===== config.mk =====
export PLATFORM = sky130hd
export DESIGN_NAME = traffic_phase_scheduler
export DESIGN_NICKNAME = d
export VERILOG_FILES = /design/src/rtl/traffic_pkg.sv /design/src/rtl/bcd_down_counter.sv /design/src/rtl/traffic_phase_scheduler.sv
export SDC_FILE = /design/constraint.sdc
export NUM_CORES = 1
export LEC_CHECK = 0
export BUFFER_PORTS_ARGS = -buffer_cell sky130_fd_sc_hd__clkbuf_2
export CELL_PAD_IN_SITES_DETAIL_PLACEMENT = 0
export CELL_PAD_IN_SITES_GLOBAL_PLACEMENT = 1
export CORE_MARGIN = 1
export CORE_UTILIZATION = 37
export CTS_CLUSTER_SIZE = 8
export DETAILED_ROUTE_END_ITERATION = 6
export PLACE_DENSITY = 0.72
export SLEW_MARGIN = 5
export SYNTH_ARGS = -nofsm -noshare
export SYNTH_HDL_FRONTEND = slang
export SYNTH_SLANG_ARGS = --single-unit

===== constraint.sdc =====
create_clock -name clock -period 1.9 [get_ports clock]
set_input_delay 0.38 -clock clock [delete_from_list [all_inputs] [get_ports clock]]
set_output_delay 0.38 -clock clock [all_outputs]
set_load 0.1 [all_outputs]

===== src/rtl/traffic_pkg.sv =====
// traffic_pkg: shared states, lamp/BCD constants and integer-to-BCD helper for the phase scheduler.
// FLASH exists only when TRAFFIC_NIGHT_FLASH_EN is defined.
package traffic_pkg;

    typedef enum logic [2:0] {
        A_GREEN  = 3'd0,
        A_YELLOW = 3'd1,
        CLR_AB   = 3'd2,
        B_GREEN  = 3'd3,
        B_YELLOW = 3'd4,
        CLR_BA   = 3'd5
`ifdef TRAFFIC_NIGHT_FLASH_EN
        , FLASH  = 3'd6
`endif
    } state_t;

    localparam logic [2:0] LIGHT_RED    = 3'b100;
    localparam logic [2:0] LIGHT_YELLOW = 3'b010;
    localparam logic [2:0] LIGHT_GREEN  = 3'b001;
    localparam logic [3:0] BCD_BLANK    = 4'hF;

    function automatic logic [7:0] to_bcd(input int v);
        logic [7:0] r;
        r[7:4] = 4'(v / 10);
        r[3:0] = 4'(v % 10);
        return r;
    endfunction

endpackage


===== src/rtl/bcd_down_counter.sv =====
// bcd_down_counter: two-digit BCD down counter, synchronous load beats decrement.
module bcd_down_counter #(
    parameter logic [7:0] INIT = 8'h00
) (
    input  logic       clock,
    input  logic       reset,
    input  logic       load,
    input  logic [7:0] load_val,
    input  logic       dec,
    output logic [7:0] count
);

    always_ff @(posedge clock or negedge reset)
        if (!reset)
            count <= INIT;
        else if (load)
            count <= load_val;
        else if (dec)
            count <= (count[3:0] == 4'd0) ? {count[7:4] - 4'd1, 4'd9} : {count[7:4], count[3:0] - 4'd1};

endmodule


===== src/rtl/traffic_phase_scheduler.sv =====
// traffic_phase_scheduler: two-approach phase sequencer with BCD countdown and pedestrian green cut.
// Define TRAFFIC_NIGHT_FLASH_EN to add night_mode and the flashing-yellow FLASH state.
module traffic_phase_scheduler
    import traffic_pkg::*;
#(
    parameter int GREEN_TIME   = 25,
    parameter int YELLOW_TIME  = 3,
    parameter int ALLRED_TIME  = 2,
    parameter int PED_CUT_TIME = 5
) (
    input  logic       clock,
    input  logic       reset,
    input  logic       tick,
    input  logic       ped_req,
`ifdef TRAFFIC_NIGHT_FLASH_EN
    input  logic       night_mode,
`endif
    output logic [2:0] lightA,
    output logic [2:0] lightB,
    output logic [3:0] countTens,
    output logic [3:0] countOnes,
    output logic       ped_ack
);

    localparam logic [7:0] GREEN_BCD  = to_bcd(GREEN_TIME);
    localparam logic [7:0] YELLOW_BCD = to_bcd(YELLOW_TIME);
    localparam logic [7:0] ALLRED_BCD = to_bcd(ALLRED_TIME);
    localparam logic [7:0] CUT_BCD    = to_bcd(PED_CUT_TIME);

    generate
        if (PED_CUT_TIME < 1 || PED_CUT_TIME >= GREEN_TIME) begin : g_bad_cut
            $error("PED_CUT_TIME must satisfy 1 <= PED_CUT_TIME < GREEN_TIME");
        end
    endgenerate

    state_t     state, nxt;
    logic       pending, pend_n, ack_n, wrap, svc, cut, ld, dec, hold;
    logic [7:0] count, ld_val;
    logic [2:0] la_n, lb_n;
`ifdef TRAFFIC_NIGHT_FLASH_EN
    logic       flash_on, flash_n;
`endif

    function automatic logic [7:0] phase_len(input state_t s);
        return (s == A_GREEN || s == B_GREEN) ? GREEN_BCD :
               (s == A_YELLOW || s == B_YELLOW) ? YELLOW_BCD :
               (s == CLR_AB || s == CLR_BA) ? ALLRED_BCD : {BCD_BLANK, BCD_BLANK};
    endfunction

    always_comb begin
        nxt    = state;
        hold   = 1'b0;
        pend_n = pending | ped_req;
`ifdef TRAFFIC_NIGHT_FLASH_EN
        flash_n = flash_on;
`endif
        wrap = tick && count == 8'h01;
        case (state)
            A_GREEN:  nxt = wrap ? A_YELLOW : A_GREEN;
            A_YELLOW: nxt = wrap ? CLR_AB : A_YELLOW;
            CLR_AB:   nxt = wrap ? B_GREEN : CLR_AB;
            B_GREEN:  nxt = wrap ? B_YELLOW : B_GREEN;
            B_YELLOW: nxt = wrap ? CLR_BA : B_YELLOW;
            CLR_BA: begin
`ifdef TRAFFIC_NIGHT_FLASH_EN
                nxt     = wrap ? (night_mode ? FLASH : A_GREEN) : CLR_BA;
                flash_n = 1'b0;
`else
                nxt = wrap ? A_GREEN : CLR_BA;
`endif
            end
`ifdef TRAFFIC_NIGHT_FLASH_EN
            FLASH: begin
                nxt     = (tick && !night_mode) ? CLR_BA : FLASH;
                flash_n = flash_on ^ (tick & night_mode);
                pend_n  = 1'b0;
                hold    = 1'b1;
            end
`endif
            default:  nxt = CLR_BA;
        endcase
        // Phase change outranks a pending cut; the new green services it a cycle later.
        svc    = (state == A_GREEN || state == B_GREEN) && pending && !wrap;
        ack_n  = svc;
        pend_n = svc ? ped_req : pend_n;
        cut    = svc && count > CUT_BCD;
        ld     = (nxt != state) || cut;
        ld_val = cut ? CUT_BCD : phase_len(nxt);
        dec    = tick && !svc && !hold;
        case (nxt)
            A_GREEN:  {la_n, lb_n} = {LIGHT_GREEN, LIGHT_RED};
            A_YELLOW: {la_n, lb_n} = {LIGHT_YELLOW, LIGHT_RED};
            B_GREEN:  {la_n, lb_n} = {LIGHT_RED, LIGHT_GREEN};
            B_YELLOW: {la_n, lb_n} = {LIGHT_RED, LIGHT_YELLOW};
`ifdef TRAFFIC_NIGHT_FLASH_EN
            FLASH:    {la_n, lb_n} = flash_n ? {LIGHT_YELLOW, LIGHT_YELLOW} : 6'b0;
`endif
            default:  {la_n, lb_n} = {LIGHT_RED, LIGHT_RED};
        endcase
    end

    always_ff @(posedge clock or negedge reset)
        if (!reset) begin
            state    <= CLR_BA;
            pending  <= 1'b0;
            ped_ack  <= 1'b0;
            lightA   <= LIGHT_RED;
            lightB   <= LIGHT_RED;
`ifdef TRAFFIC_NIGHT_FLASH_EN
            flash_on <= 1'b0;
`endif
        end else begin
            state    <= nxt;
            pending  <= pend_n;
            ped_ack  <= ack_n;
            lightA   <= la_n;
            lightB   <= lb_n;
`ifdef TRAFFIC_NIGHT_FLASH_EN
            flash_on <= flash_n;
`endif
        end

    bcd_down_counter #(.INIT(ALLRED_BCD)) u_cnt (
        .clock    (clock),
        .reset    (reset),
        .load     (ld),
        .load_val (ld_val),
        .dec      (dec),
        .count    (count)
    );

    assign {countTens, countOnes} = count;

endmodule


# Yosys cells after proc, flatten, opt, wreduce, memory -nomap -nowiden
# Index checks and enable logic that the tools add are counted.
# word_totals
reg_bits,19
output_inout_bits,15
wordCells,58
# classes
add_sub_neg,2
n_lt_le_gt_ge,1
eq_ne,12
mux,17
bitwise_logic,1
n_reduce_logical,18
# ops
op,n
2-to-1 mux 8 bit,7
case mux 3 bit (6 select lines),1
"equality test 3 x 2 -> 1 bit, second input constant",4
"equality test 3 bit, second input constant",4
case mux 3 bit (2 select lines),2
"equality test 8 x 1 -> 1 bit, second input constant",1
"> comparator 8 x 3 -> 1 bit, second input constant",1
"subtractor 4 x 1 -> 4 bit, second input constant",2
"equality test 3 x 1 -> 1 bit, second input constant",2
logical NOT 3 bit,2
2-to-1 mux 3 bit,2
logical AND 1 bit,5
logical OR 1 bit,5
logical NOT 4 bit,1
2-to-1 mux 1 bit,4
nonzero test 2 bit,2
!= test 3 bit,1
logical NOT 1 bit,2
2-to-1 mux 2 bit,1
AND reduction 2 bit,1
OR 1 bit,1

# Depth between registers and ports, before layout
# Gate-level depths: netlist of the first run.
# logic_depth
depth_word,11
ltp_mapped,7
depth_no_buf,7

# By module
# A second synthesis of the first run with hierarchy kept.
# unflattened
hier_cells,117
hier_area_um2,1082.3
# modules_own_cells
mod,instances,cells_per_inst,area_each_um2
traffic_phase_scheduler,1,66,626.9
bcd_down_counter,1,51,455.4

# Least setup slack after synthesis of the first run
# Ideal clock, no wire load.
# synth_path
path_kind,reg-to-reg
start,reg u_cnt.count[4]
end,reg state[2]
setup_time_ns,0.085
arrival_ns,2.295
t_required_ns,1.815
setup_slack_ns,-0.479
path_stages_with_launch,7
n_path_buf,0
period_less_slack_ns,2.379
cell_sequence,dfrtp_1 > inv_1 > ha_1 > nor4b_2 > and4b_1 > nand2_1 > mux2_1
# synth_via
elab_chain_len,4
word_cells_on_any_way,5
# synth_lines
item,line,rtl
from (decl),bcd_down_counter.sv:10,output logic [7:0] count
from (signal assigned),bcd_down_counter.sv:17,count <= load_val;
equality test 8 x 1 -> 1 bit (*),traffic_phase_scheduler.sv:57,wrap = tick && count == 8'h01;
logical AND 1 bit (*),traffic_phase_scheduler.sv:57,
"2-to-1 mux 3 bit, on equally long branches","traffic_phase_scheduler.sv:69, traffic_phase_scheduler.sv:62",
case mux 3 bit (6 select lines) (*),traffic_phase_scheduler.sv:58,case (state)
net nxt[2],traffic_phase_scheduler.sv:36,"state_t state, nxt;"
to (signal assigned),traffic_phase_scheduler.sv:113,state <= nxt;
to (decl),traffic_phase_scheduler.sv:36,
# The timed path passes the listed nets; every way through them passes the cells marked *.
# A chain may end at the register's enable or synchronous reset.

# Final worst setup path of the first run
# layout_path
start,reg u_cnt.count[4]
end,reg lightB[0]
# layout_via
elab_chain_len,6
word_cells_on_any_way,12
# layout_lines
item,line,rtl
equality test 8 x 1 -> 1 bit (*),traffic_phase_scheduler.sv:57,
logical AND 1 bit (*),traffic_phase_scheduler.sv:57,
2-to-1 mux 3 bit (tied with other cells),traffic_phase_scheduler.sv:69,nxt = wrap ? A_GREEN : CLR_BA;
case mux 3 bit (6 select lines) (*),traffic_phase_scheduler.sv:58,
equality test 3 bit / equality test 3 x 2 -> 1 bit (equally long branches),traffic_phase_scheduler.sv:90,case (nxt)
case mux 3 bit (2 select lines) (*),traffic_phase_scheduler.sv:90,
net lb_n[0],traffic_phase_scheduler.sv:39,"logic [2:0] la_n, lb_n;"
to (signal assigned),traffic_phase_scheduler.sv:117,lightB <= lb_n;
to (decl),traffic_phase_scheduler.sv:19,"output logic [2:0] lightB,"
# Marked as above.

==> results of run 1 <==
[layout make-up]
class / instances / share of cell area, %
flip-flops and latches: 19 / 37.6
inverters: 6 / 2.09
clock buffers: 4 / 2.00
multi-input cells: 80 / 42.9
well taps: 30 / 2.85
repair buffers: 28 / 12.6
[logic make-up (layout without fill, tap and decap cells)]
group	after synthesis	count (layout)
fa+ha+maj	2	2
compound gates	20	20
xor+xnor	6	6
mux	3	3
flops	19	19
buf+inv	9	38
simple gates	49	49
[critical path: stages (launching register included)]
cell and delay (ps):
dfrtp_4 500, inv_4 80, ha_4 140, nor4b_4 310, and4_1 360, nor2_1 60
nor2_1 200, nor2_1 80
[how the worst max path moves through the flow]
stage / end / cells after the start
final: lightB[0]$_DFF_PN0_ / 7
after global routing: state[2]$_DFF_PN1_ / 6
after CTS: state[2]$_DFF_PN1_ / 6
after detailed placement: state[2]$_DFF_PN1_ / 6
after global placement: state[2]$_DFF_PN1_ / 6
after floorplan: u_cnt.count[0]$_DFFE_PN0P_ / 5
[synth_stat cells, types with 2 or more instances]
master	count	area share, %
nand2b_1	2	1.2
dfstp_2	5	13
nor2_1	15	5.4
nand3b_1	2	1.4
a21oi_1	6	2.9
mux2_1	2	2.2
xor2_1	3	2.5
nor2b_1	2	1.2
xnor2_1	3	2.5
inv_1	4	1.4
nand2_1	8	2.9
nand3_1	8	3.8
a211oi_1	2	1.4
dfrtp_1	14	34
o211ai_1	2	1.4
ha_1	2	2.4
nor3_1	4	1.9
inv_2	2	0.72
clkbuf_1	2	0.72
o21ai_0	3	1.4
[through the flow]
| stage | setup slack, ps | cells | utilization (%) | hold WS [ps] | area, um^2 |
|---|---|---|---|---|---|
| floorplan | 8.54 | 108 | - | 84.4 | 1090 |
| global placement | 47.7 | 160 | 48.8 | 358 | 1250 |
| detailed placement | 32.5 | 160 | 48.8 | 367 | 1250 |
| CTS | 10.5 | 164 | 49.9 | 36.8 | 1280 |
| global route | 2.74 | 167 | 51.2 | 43.7 | 1320 |
| finish | 58.9 | 167 | 51.2 | 24.3 | 1320 |
[registers in the layout, indices dropped and copies added, names as in the netlist]
| register | count |
|---|---|
| pending | 1 |
| state | 3 |
| ped_ack | 1 |
| lightB | 3 |
| u_cnt.count | 8 |
| lightA | 3 |
[what timing repair did]
item,in CTS,in global routing
endpoints found under the setup margin,0,7
setup buffers,0,3
resized for setup,0,4
[layer usage]
layer | GRT usage, % | routed length [um] | vias up
met2 | 27.5 | 1110 | 25
met3 | 2.73 | 107 | 4
met4 | 7.08 | 31 | 0
met1 | 24.9 | 1120 | 428
met5 | 0 | 0 | -
li1 | - | - | 439
==> impl_metrics.py, run 1 <==
metrics = {
    "clocking": {
        "cts.sinks": 19,
        "cts_tree": "built",
        "clock_path_buffers": 2,
        "insertion_delay_ps": 290,
        "path_clk_slew_ps": 100,
        "holdBufCountCts": 0,
        "htree_num_levels": 1,
        "cts_buffers": 3,
        "cts_root_buffer": "clkbuf_4",
    },
    "floorplanning": {
        "io-pin-count": 19,
        "fp.dieW_um": 55.1,
        "fp.dieH_um": 55.1,
        "core_area_mm2": 0.00257,
        "dieArea_mm2": 0.00303,
        "rows": 18,
        "initial_utilization_pct": 40.6,
    },
    "cells_and_area": {
        "drive_above_1_share_pct": 41.6,
        "fin_nets": 144,
        "synthToLayoutAreaGrowth_pct": 26.2,
        "most-common-layout-cells": "clkbuf_2 (18), nor2_1 (14), buf_4 (10)",
        "mostFrequentLayoutCell": "clkbuf_2",
        "n_fill_cell": 249,
        "regArea_um2": 494,
        "antenna_cells": 0,
        "multi_input_area_um2": 564,
    },
    "global_route": {
        "grt_max_degree": 20,
        "grt.total_usage_pct": 17.9,
        "grt_pass1_wl_um": 3760,
        "gr-total-overflow": 0,
        "antenna_found_initial": 0,
        "grt_pass1_vias": 809,
    },
    "setup_path": {
        "r2r_cells": 7,
        "required_ps": 2090,
        "worstSetupStartpoint": "u_cnt.count[4]$_DFFE_PN0P_",
        "cp-start-kind": "register",
        "critPathCaptureType": "register",
        "rr_endpoint": "lightB[0]$_DFF_PN0_",
        "path_class": "register to register",
        "r2r_start": "u_cnt.count[4]$_DFFE_PN0P_",
        "rrSetupSlack_ps": 60,
        "cp_data_arrival_time_ps": 2030,
        "cp_max_fo": 5,
    },
    "timing": {
        "relSlewSlack_pct": 64.1,
        "min_period_ps": 1840,
        "tightest_slew_ps": 541,
        "finalHoldViolCount": 0,
        "max_freq_mhz": 543,
        "rsz0062_at_grt": "no",
        "finalMaxSlewViolations": 0,
        "post-route-period-util_pct": 96.9,
        "fin_worst_skew_ps": 2.05,
        "setup_viol": 0,
        "finalSetupTns_ps": 0,
    },
    "routing": {
        "initialDrtViolationCount": 24,
        "ant_nets": 0,
        "finalWirelength_um": 2360,
        "first_pass_iters": 4,
        "via_per_inst": 5.37,
        "drc_errors": 0,
        "wl_per_cell_um": 14.2,
        "vias": 896,
    },
    "hold_path": {
        "min_path_type": "primary input to asynchronous set/reset pin",
    },
    "yosys": {
        "synthAdderAreaFrac_pct": 2.40,
        "synth_edf_count": 0,
        "seq_area_frac_synth_pct": 46.2,
        "ys_types": 37,
        "synthFlopType": "dfrtp_1",
        "mappedNetlistArea_mm2": 0.00104,
        "synth_top_family_by_area": "simple AND/OR/NAND/NOR gates",
        "synth_area_per_cell_um2": 9.65,
        "synth_compound_area_share_pct": 14.8,
        "synth.area.mux_share_pct": 3.60,
        "yosys_warnings": 0,
        "synth-simple-area-share_pct": 24.4,
        "synth_xor_area_share_pct": 5.04,
        "synth-seq-cells": 19,
        "syn-instance-count": 108,
        "synth_fp_nets": 114,
        "synthArstFlopShare_pct": 100,
    },
    "placed_design": {
        "dp_hpwl_um": 1740,
        "io_buffers": 18,
        "gp_congestion": 0.784,
    },
    "run": {
        "drv_cap": 0,
    },
    "status": {
        "status": "finished, final reports clean",
    },
}
Power of run 1 is not shown: default switching activity piles up to over one toggle a cycle in this logic, so the estimate is an artifact.
==> inputs of run 2 (changes only) <==
CORE_MARGIN = 3   (was 1)
==> impl_metrics.py, run 2 (synthesis gave the netlist of run 1 again) <==
metrics = {
    "hold_path": {
        "min_path_type": "primary input to asynchronous set/reset pin",
    },
    "global_route": {
        "grt.total_usage_pct": 15.6,
        "grt_max_degree": 20,
        "gr-total-overflow": 0,
        "grt_pass1_wl_um": 4100,
        "grt_pass1_vias": 862,
        "antenna_found_initial": 0,
    },
    "placed_design": {
        "dp.cells": 160,
        "dp_hpwl_um": 1790,
        "gp_congestion": 0.772,
        "io_buffers": 18,
        "place_ws_ps": 59.0,
    },
    "timing": {
        "setup_viol": 0,
        "tightest_slew_ps": 543,
        "relSlewSlack_pct": 64.0,
        "max_freq_mhz": 543,
        "fin_worst_skew_ps": 2.59,
        "min_period_ps": 1840,
        "finalSetupTns_ps": 0,
        "fin_ws_ps": 59.6,
        "post-route-period-util_pct": 96.9,
        "finalHoldViolCount": 0,
        "finalMaxSlewViolations": 0,
    },
    "setup_path": {
        "r2r_start": "u_cnt.count[4]$_DFFE_PN0P_",
        "rr_endpoint": "state[2]$_DFF_PN1_",
        "critPathCaptureType": "register",
        "required_ps": 2130,
        "r2r_cells": 6,
        "rrSetupSlack_ps": 60,
        "cp_data_arrival_time_ps": 2070,
        "cp-start-kind": "register",
        "path_class": "register to register",
        "cp_max_fo": 5,
    },
    "clocking": {
        "insertion_delay_ps": 300,
        "holdBufCountCts": 0,
        "cts_root_buffer": "clkbuf_4",
        "path_clk_slew_ps": 110,
        "cts.sinks": 19,
        "htree_num_levels": 1,
        "cts_buffers": 3,
        "clock_path_buffers": 2,
        "cts_tree": "built",
    },
    "cells_and_area": {
        "synthToLayoutAreaGrowth_pct": 28.1,
        "antenna_cells": 0,
        "largest_reg_flops": 8,
        "fin_cells": 169,
        "drive_above_1_share_pct": 43.2,
        "final_util_pct": 52.0,
        "fin_nets": 146,
        "largest_register": "u_cnt.count",
        "mostFrequentLayoutCell": "clkbuf_2",
        "most-common-layout-cells": "clkbuf_2 (18), nor2_1 (14), buf_4 (12)",
    },
    "routing": {
        "initialDrtViolationCount": 41,
        "ant_nets": 0,
        "via_per_inst": 5.31,
        "drc_errors": 0,
        "finalWirelength_um": 2430,
        "vias": 898,
        "first_pass_iters": 4,
        "wl_per_cell_um": 14.4,
    },
    "run": {
        "drv_cap": 0,
    },
    "floorplanning": {
        "fp.dieH_um": 59.1,
        "fp.dieW_um": 59.1,
        "initial_utilization_pct": 40.6,
        "io-pin-count": 19,
        "core_area_mm2": 0.00257,
        "dieArea_mm2": 0.00349,
        "rows": 18,
    },
    "status": {
        "status": "finished, final reports clean",
    },
}
[run 2: metal layers]
metal  vias up  GRT usage, %  share of wire, %
li1        443             -                 -
met1       430          22.0                48
met2        21          23.5                46
met3         4          2.40               5.2
met4         0          6.80               1.2
met5         -             0                 0
[run 2: metrics by stage]
step / cell area, um^2 / hold WS (ps)
finish: 1340 / 19.5
global route: 1340 / 45.2
CTS: 1280 / 30.3
detailed placement: 1250 / 371
global placement: 1250 / 361
floorplan: 1090 / 84.4
[run 2: worst max path at each step]
| stage | start | to | slack [ps] | cells after the start |
|---|---|---|---|---|
| global placement | u_cnt.count[4]$_DFFE_PN0P_ | state[2]$_DFF_PN1_ | 50 | 6 |
| floorplan | u_cnt.count[3]$_DFFE_PN0P_ | u_cnt.count[0]$_DFFE_PN0P_ | 9 | 5 |
| detailed placement | u_cnt.count[4]$_DFFE_PN0P_ | state[2]$_DFF_PN1_ | 60 | 6 |
| finish | u_cnt.count[4]$_DFFE_PN0P_ | state[2]$_DFF_PN1_ | 60 | 6 |
| global route | u_cnt.count[4]$_DFFE_PN0P_ | state[2]$_DFF_PN1_ | -9 | 6 |
| CTS | u_cnt.count[4]$_DFFE_PN0P_ | state[2]$_DFF_PN1_ | 30 | 6 |
[run 2: worst max-delay path, cell delays in order, from the launching register on]
cell	delay [ps]
dfrtp_4	500
inv_4	80
ha_4	140
nor4b_4	300
and4b_2	340
nand2_4	90
mux2_1	310
[run 2: cell type report]
class | instances | area [um^2]
flip-flops and latches | 19 | 494
well taps | 30 | 37.5
multi-input cells | 80 | 569
inverters | 6 | 27.5
repair buffers | 30 | 180
clock buffers | 4 | 26.3
fillers | 245 | 1230
[run 2: repair_timing]
action / in CTS / in global routing
endpoints found under the hold margin: 0 / 0
resized for setup: 0 / 6
buffers inserted: 0 / 5
endpoints found under the setup margin: 0 / 9
Power of run 2 is left out for the same reason.
